<file path="src/rtl/wb_stage_if.sv">
// MEM/WB boundary bundle: MEM-stage fields and data-memory read response in,
// register-file write port, back-pressure and retire counter out.
interface wb_stage_if #(
   parameter int XLEN = 32
);
   logic            in_valid;
   logic            in_rfwr;
   logic [4:0]      in_rd;
   logic [1:0]      in_wdsel;
   logic [2:0]      in_ldtype;
   logic [XLEN-1:0] in_alu;
   logic [XLEN-1:0] in_pc;
   logic            flush;
   logic            mem_rvalid;
   logic [XLEN-1:0] mem_rdata;
   logic            stall_req;
   logic            RFWr;
   logic [4:0]      WrDtAdr;
   logic [XLEN-1:0] WrDt;
   logic [31:0]     instret;

   // Upstream pipeline / memory side
   modport master (
      output in_valid, in_rfwr, in_rd, in_wdsel, in_ldtype, in_alu, in_pc,
             flush, mem_rvalid, mem_rdata,
      input  stall_req, RFWr, WrDtAdr, WrDt, instret
   );

   // Write-back stage side
   modport slave (
      input  in_valid, in_rfwr, in_rd, in_wdsel, in_ldtype, in_alu, in_pc,
             flush, mem_rvalid, mem_rdata,
      output stall_req, RFWr, WrDtAdr, WrDt, instret
   );
endinterface

</file>
<file path="src/rtl/wb_stage.sv">
// Write-back stage: MEM/WB register, result select, load extension,
// late-load wait with back-pressure, and retired-instruction counter.
module wb_stage #(
   parameter int XLEN = 32
) (
   input  logic       clk,
   input  logic       rst,
   wb_stage_if.slave  bus
);
   localparam logic [1:0] EMPTY = 2'd0;
   localparam logic [1:0] READY = 2'd1;
   localparam logic [1:0] WAIT  = 2'd2;

   localparam logic [1:0] SEL_LOAD = 2'b01;
   localparam logic [1:0] SEL_PC4  = 2'b10;

   logic [1:0]      state;
   logic            heldRfwr;
   logic [4:0]      heldRd;
   logic [1:0]      heldWdsel;
   logic [2:0]      heldLdtype;
   logic [XLEN-1:0] heldAlu;
   logic [XLEN-1:0] heldPc;
   logic [31:0]     instretQ;

   logic            stallReq;
   logic            retire;
   logic [XLEN-1:0] byteLane;
   logic [XLEN-1:0] halfLane;
   logic [XLEN-1:0] ldData;
   logic [XLEN-1:0] wrData;

   // A held instruction leaves when it is ready, or when its load data shows up
   assign retire   = (state == READY) | ((state == WAIT) & bus.mem_rvalid);
   assign stallReq = (state == WAIT) & ~bus.mem_rvalid;

   // Stage register: capture whenever not back-pressuring; flush beats valid
   always_ff @(posedge clk or negedge rst) begin
      if (!rst) begin
         state      <= EMPTY;
         heldRfwr   <= 1'b0;
         heldRd     <= '0;
         heldWdsel  <= '0;
         heldLdtype <= '0;
         heldAlu    <= '0;
         heldPc     <= '0;
      end else if (!stallReq) begin
         if (!bus.in_valid || bus.flush)   state <= EMPTY;
         else if (bus.in_wdsel == SEL_LOAD) state <= WAIT;
         else                               state <= READY;
         heldRfwr   <= bus.in_rfwr;
         heldRd     <= bus.in_rd;
         heldWdsel  <= bus.in_wdsel;
         heldLdtype <= bus.in_ldtype;
         heldAlu    <= bus.in_alu;
         heldPc     <= bus.in_pc;
      end
   end

   // Retired-instruction counter, wraps naturally at 2^32
   always_ff @(posedge clk or negedge rst) begin
      if (!rst)        instretQ <= '0;
      else if (retire) instretQ <= instretQ + 32'd1;
   end

   // Align the addressed byte / halfword down to bit 0
   assign byteLane = bus.mem_rdata >> {heldAlu[1:0], 3'b000};
   assign halfLane = bus.mem_rdata >> {heldAlu[1], 4'b0000};

   // Load extension; unlisted type codes fall back to a full word
   always_comb begin
      ldData = bus.mem_rdata;
      case (heldLdtype)
         3'b000:  ldData = {{(XLEN-8){byteLane[7]}}, byteLane[7:0]};
         3'b100:  ldData = {{(XLEN-8){1'b0}}, byteLane[7:0]};
         3'b001:  ldData = {{(XLEN-16){halfLane[15]}}, halfLane[15:0]};
         3'b101:  ldData = {{(XLEN-16){1'b0}}, halfLane[15:0]};
         default: ldData = bus.mem_rdata;
      endcase
   end

   // Result select; forced to zero while empty so the write data never floats
   always_comb begin
      wrData = heldAlu;
      if (state == EMPTY)              wrData = '0;
      else if (heldWdsel == SEL_LOAD)  wrData = ldData;
      else if (heldWdsel == SEL_PC4)   wrData = heldPc + XLEN'(4);
      else                             wrData = heldAlu;
   end

   assign bus.stall_req = stallReq;
   assign bus.RFWr      = heldRfwr & (heldRd != 5'd0) & retire;
   assign bus.WrDtAdr   = heldRd;
   assign bus.WrDt      = wrData;
   assign bus.instret   = instretQ;
endmodule

</file>
<file path="src/flat_wrapper.sv">
// flat-port wrapper written by rule: the top's interface ports become plain ports
module wb_stage_flat 
#(
   parameter int XLEN = 32
)
  (clk, rst, bus_in_valid, bus_in_rfwr, bus_in_rd, bus_in_wdsel, bus_in_ldtype, bus_in_alu, bus_in_pc, bus_flush, bus_mem_rvalid, bus_mem_rdata, bus_stall_req, bus_RFWr, bus_WrDtAdr, bus_WrDt, bus_instret);
  wb_stage_if #(.XLEN(XLEN)) bus_i ();
  input  logic clk;
  input  logic rst;
  input wire logic [$bits(bus_i.in_valid)-1:0] bus_in_valid;
  input wire logic [$bits(bus_i.in_rfwr)-1:0] bus_in_rfwr;
  input wire logic [$bits(bus_i.in_rd)-1:0] bus_in_rd;
  input wire logic [$bits(bus_i.in_wdsel)-1:0] bus_in_wdsel;
  input wire logic [$bits(bus_i.in_ldtype)-1:0] bus_in_ldtype;
  input wire logic [$bits(bus_i.in_alu)-1:0] bus_in_alu;
  input wire logic [$bits(bus_i.in_pc)-1:0] bus_in_pc;
  input wire logic [$bits(bus_i.flush)-1:0] bus_flush;
  input wire logic [$bits(bus_i.mem_rvalid)-1:0] bus_mem_rvalid;
  input wire logic [$bits(bus_i.mem_rdata)-1:0] bus_mem_rdata;
  output wire logic [$bits(bus_i.stall_req)-1:0] bus_stall_req;
  output wire logic [$bits(bus_i.RFWr)-1:0] bus_RFWr;
  output wire logic [$bits(bus_i.WrDtAdr)-1:0] bus_WrDtAdr;
  output wire logic [$bits(bus_i.WrDt)-1:0] bus_WrDt;
  output wire logic [$bits(bus_i.instret)-1:0] bus_instret;
  assign bus_i.in_valid = bus_in_valid;
  assign bus_i.in_rfwr = bus_in_rfwr;
  assign bus_i.in_rd = bus_in_rd;
  assign bus_i.in_wdsel = bus_in_wdsel;
  assign bus_i.in_ldtype = bus_in_ldtype;
  assign bus_i.in_alu = bus_in_alu;
  assign bus_i.in_pc = bus_in_pc;
  assign bus_i.flush = bus_flush;
  assign bus_i.mem_rvalid = bus_mem_rvalid;
  assign bus_i.mem_rdata = bus_mem_rdata;
  assign bus_stall_req = bus_i.stall_req;
  assign bus_RFWr = bus_i.RFWr;
  assign bus_WrDtAdr = bus_i.WrDtAdr;
  assign bus_WrDt = bus_i.WrDt;
  assign bus_instret = bus_i.instret;
  wb_stage #(.XLEN(XLEN)) u_core (.clk(clk), .rst(rst), .bus(bus_i));
endmodule
</file>
<file path="config.mk">
export PLATFORM = sky130hd
export DESIGN_NAME = wb_stage_flat
export DESIGN_NICKNAME = d
export VERILOG_FILES = /design/src/rtl/wb_stage_if.sv /design/src/rtl/wb_stage.sv /design/src/flat_wrapper.sv
export SDC_FILE = /design/constraint.sdc
export NUM_CORES = 1
export LEC_CHECK = 0
export BUFFER_PORTS_ARGS = -buffer_cell sky130_fd_sc_hd__buf_2
export CAP_MARGIN = 20
export CORE_UTILIZATION = 35
export CTS_BUF_LIST = sky130_fd_sc_hd__clkbuf_8 sky130_fd_sc_hd__clkbuf_16
export DETAILED_ROUTE_END_ITERATION = 16
export SETUP_SLACK_MARGIN = 0.1
export SYNTH_ARGS = -nofsm -noshare
export SYNTH_HDL_FRONTEND = slang
export SYNTH_SLANG_ARGS = --single-unit
</file>
<file path="constraint.sdc">
create_clock -name clk -period 3.75 [get_ports clk]
set_input_delay 0.5625 -clock clk [delete_from_list [all_inputs] [get_ports clk]]
set_output_delay 0.5625 -clock clk [all_outputs]
set_load 0.05 [all_outputs]
</file>
==> impl_summary.txt <==
----------------------------------------------------
[Global routing]
  Met3 Track Usage GR ... 0.0708
  Via count of the first global-routing pass ... about 5,300
  Residual overflow from global routing ... 0
  Maximum number of pins on one net before global-route repair ... 70
  Layer with the highest usage ... met2
  Global routing met2 resource utilization ... 0.345
  Total GRT Usage ... 0.213
  GR met1 Demand/Resource ... 0.269
  Initial antenna violation count ... 8
  Global-route wire length before repair ... 29.5 mm

[Worst setup path]
  List of cells traversed by the critical path ... nand2b_1 -> nand2_1 -> o21ai_0 -> a221oi_1 -> buf_2
  Worst setup path class ... register to primary output
  Cell family with the largest share of critical-path delay ... flip-flops
  Sort of element at the end of the critical path ... primary output
  CP peak stage delay ... slightly above 0.8 ns
  Data required time at the worst endpoint ... between 3 and 4 ns
  Combined buffer and inverter count along the critical path ... 1
  CP arrival ... 2.86 ns
  Maximum fanout along the worst path ... 25
  Crit start category ... register
  Worst path slowest cell ... dfrtp_1

[Detailed routing]
  DR vias/cell ... between 5 and 6
  Initial DRT Pass Iterations ... 5
  Avg WL per Cell ... 19.3 um
  Detailed-route wire length ... 19.3 mm
  Number of DRC markers in iteration 0 ... ~340
  Overall via count from detail_route ... ~5,500
  Final antenna-violating net count ... 0
  Residual DRC count ... 0

[STA]
  Crit path time final ... about 3.4 ns
  Tightest slew margin relative to the limit ... 0.393
  Highest attainable clock frequency ... approximately 0.3 GHz
  Unrepaired setup endpoints after global routing ... false
  Total negative slack ... 0 ns
  Endpoints failing hold ... 0
  Setup Skew ... roughly 0.0085 ns
  Total setup violations reported at the end of the flow ... 0
  Final Worst Setup Slack ... around 0.33 ns
  Actual slew at the worst max-slew pin ... between 0.9 and 1 ns
  Final-report max-slew violation count ... 0
  Portion of the clock cycle consumed by the worst path in the final layout ... 0.913

[Pwr]
  Static Leak ... roughly 3.4 nW
  Switching power total ... 1.08 mW
  Internal power ... approximately 2.0 mW
  Part of the power in the clock network ... 0.316
  Net switching share of the total power ... 0.352
  Total power density per cell area ... ~400 nW/um^2
  Flop pwr share ... 0.444
  Logic pwr share ... 0.240
  Maximum vdd drop ... ~0.00032 V

[Clock network]
  CTS root buf ... clkbuf_16
  Post-CTS Resized ... 0
  Clock insertion delay at the later pin of the skew report ... 0.36 ns
  CTS sink count ... 109
  Hold buffers post-CTS ... 0
  TritonCTS clock tree ... built
  Count of H-tree levels built during CTS ... 3
  Max Buffers Root-to-Sink ... 2
  Num CTS Buffers ... 9
  CTS clock-pin slew for the worst setup and hold paths ... 0.08 ns
  Number of setup buffers added after CTS ... 0

[Die]
  Die X ... 136 um
  Chip Height ... 136 um
  Initial Util ... 0.362
  Die ar. ... approximately 19,000 um^2
  Area inside the core boundary ... 17,400 um^2
  Ports placed on the boundary ... between 150 and 200
  Standard-cell row count ... between 40 and 50

[Job]
  Number of max-cap violations ... 0

[Synth]
  Post-synthesis cell type with the largest combined area ... dfrtp_1
  Count of yosys warnings during synthesis ... 0
  Top cell type's share of synthesized area ... 0.433
  Dominant synthesized flop cell ... dfrtp_1
  Ys async rst share ... 1.00
  Mean instance size in the synthesized netlist ... 10.4 um^2
  Seq cells post-synth ... between 100 and 150
  Post-synthesis instance area ... roughly 6300 um^2
  Post-Synthesis Net Count ... between 700 and 800
  Fraction of the yosys area taken by sequential cells ... 0.433
  Largest cells by area after synthesis ... dfrtp_1 43%, mux2_2 15%, xnor2_1 4.3%
  Cell count after synthesis ... roughly 600
  Post-synth EDFFs ... 0
  Distinct cell type count of the synthesized netlist ... 65

[Cells and area]
  Nets@finish ... slightly below 900
  Share of post-route cells with drive strength above 1 ... 0.400
  Area Growth Syn to Fin ... 22.4%
  Number of fillers in the final layout ... 1,723
  Core utilization of the finished layout ... 0.443
  Storage element area ... ~2700 um^2
  Fin area ... just under 8000 um^2
  Non-filler instance count after layout ... between 1,000 and 1,500
  Area occupied by multi-input gates ... ~3400 um^2

[Place]
  Post-place setup slack ... between 0.7 and 0.8 ns
  Number of port buffers ... around 180
  Total cell area at the placement stage ... between 7000 and 8000 um^2
  Detail Placement HPWL ... 15.2 mm
  Number of placed instances, taps included ... 982
  Final Wtd Congestion ... a little over 0.9

[Outcome]
  Outcome ... finished, final reports clean

[Hold path]
  Class of the most critical hold timing path ... input pin to async pin

----------------------------------------------------
power by group through the flow:
stage,Sequential (mW),Combinational [mW],Clock [mW]
floorplan,1.46,0.404,0
global placement,1.39,0.734,0
detailed placement,1.39,0.742,0
CTS,1.37,0.742,1.00
global route,1.38,0.788,1.04
finish,1.37,0.738,0.970
synth_stat cells, types with 2 or more instances:
library cell and count:
xor2_1 22, nor2_1 25, o221ai_1 8, nor2_2 2, o211ai_1 6, a211oi_1 12, nand3_1 25, a31oi_1 7
a41oi_1 2, clkbuf_1 14, a21o_1 2, nand2_1 46, dfrtp_1 109, a221oi_1 8, o221a_2 2, buf_4 2
buf_2 14, nor4_4 2, nor4_1 5, and3_1 11, buf_6 2, mux2_2 86, and2_1 6, a21oi_1 19
o22ai_1 9, nor2b_1 5, mux2i_1 2, nand2b_1 6, o21ai_0 32, ha_1 2, xnor2_1 31, nor3_1 11
a22oi_1 2, inv_1 12, and4_1 8, nand4_1 16, a221oi_2 2
placed cells by master, fill, tap and decap left out, types with 7 or more instances in the layout:
cell type	instances
nand3_1	25
mux2_2	86
a21oi_1	19
xor2_1	22
nor3_1	11
o22ai_1	9
and4_1	8
nand4_1	16
clkbuf_16	9
dfrtp_1	109
o21ai_0	32
xnor2_1	31
and3_1	11
a211oi_1	12
inv_1	12
a221oi_1	8
nand2_1	46
a31oi_1	7
o221ai_1	8
nor2_1	25
buf_2	181
stage by stage:
step	power, mW	hold WS, ns
finish	3.07	0.282
global route	3.21	0.341
CTS	3.11	0.308
detailed placement	2.13	0.476
global placement	2.12	0.465
floorplan	1.86	0.267
path summary, 6_finish.rpt:
kind / start / endpoint / slack (ns) / cells past startpoint
worst max-delay path: u_core.heldWdsel[1] / bus_WrDt[19] / 0.33 / 5
worst min-delay path: rst / u_core.heldPc[9] / 0.28 / 1
worst max register to register: u_core.bus.instret[8] / u_core.bus.instret[31] / 1.83 / 5
worst min register to register: u_core.bus.instret[11] / u_core.bus.instret[11] / 0.49 / 1
max in group asynchronous: rst / u_core.bus.instret[1] / 2.74 / 2
min in group clk: bus_flush / u_core.state[0] / 0.37 / 2
sequential cells by signal (all words and copies together) (netlist names):
signal,count
u_core.heldLdtype,3
u_core.heldWdsel,2
u_core.heldPc,32
u_core.heldRfwr,1
u_core.bus.WrDtAdr,5
u_core.heldAlu,32
u_core.state,2
u_core.bus.instret,32
layout make-up:
type	count	area share
inverters	12	0.00584
multi-input cells	447	0.435
clock buffers	10	0.0310
repair buffers	189	0.129
well taps	225	0.0365
flip-flops and latches	109	0.354
diodes	4	0.00130
clock inverters	6	0.00795
worst register-to-register path, stage by stage (launching register included):
cell     delay, ns
dfrtp_1       0.44
and4_1        0.32
nand4_1       0.20
nor4_1        0.52
nand4_1       0.19
xnor2_1       0.15
kinds of logic (layout without fill, tap and decap cells):
kind of cell,count (synthesis),in the layout,share of synthesized area
muxes,89,89,0.160
adders and majority gates,2,2,0.00397
xor gates and xnor gates,53,53,0.0737
DFF,109,109,0.433
other,0,4,0
and+or+nand+nor,180,180,0.159
AOI/OAI and AO/OA,123,123,0.134
buffers and inverters,47,217,0.0357
per-layer routing:
layer  up-vias  wire length (um)
met1      2614              8140
met5         -                51
met2       261              8850
li1       2564                 -
met4         8               411
met3        32              1900
No activity file was read; power rests on OpenSTA's default activity.
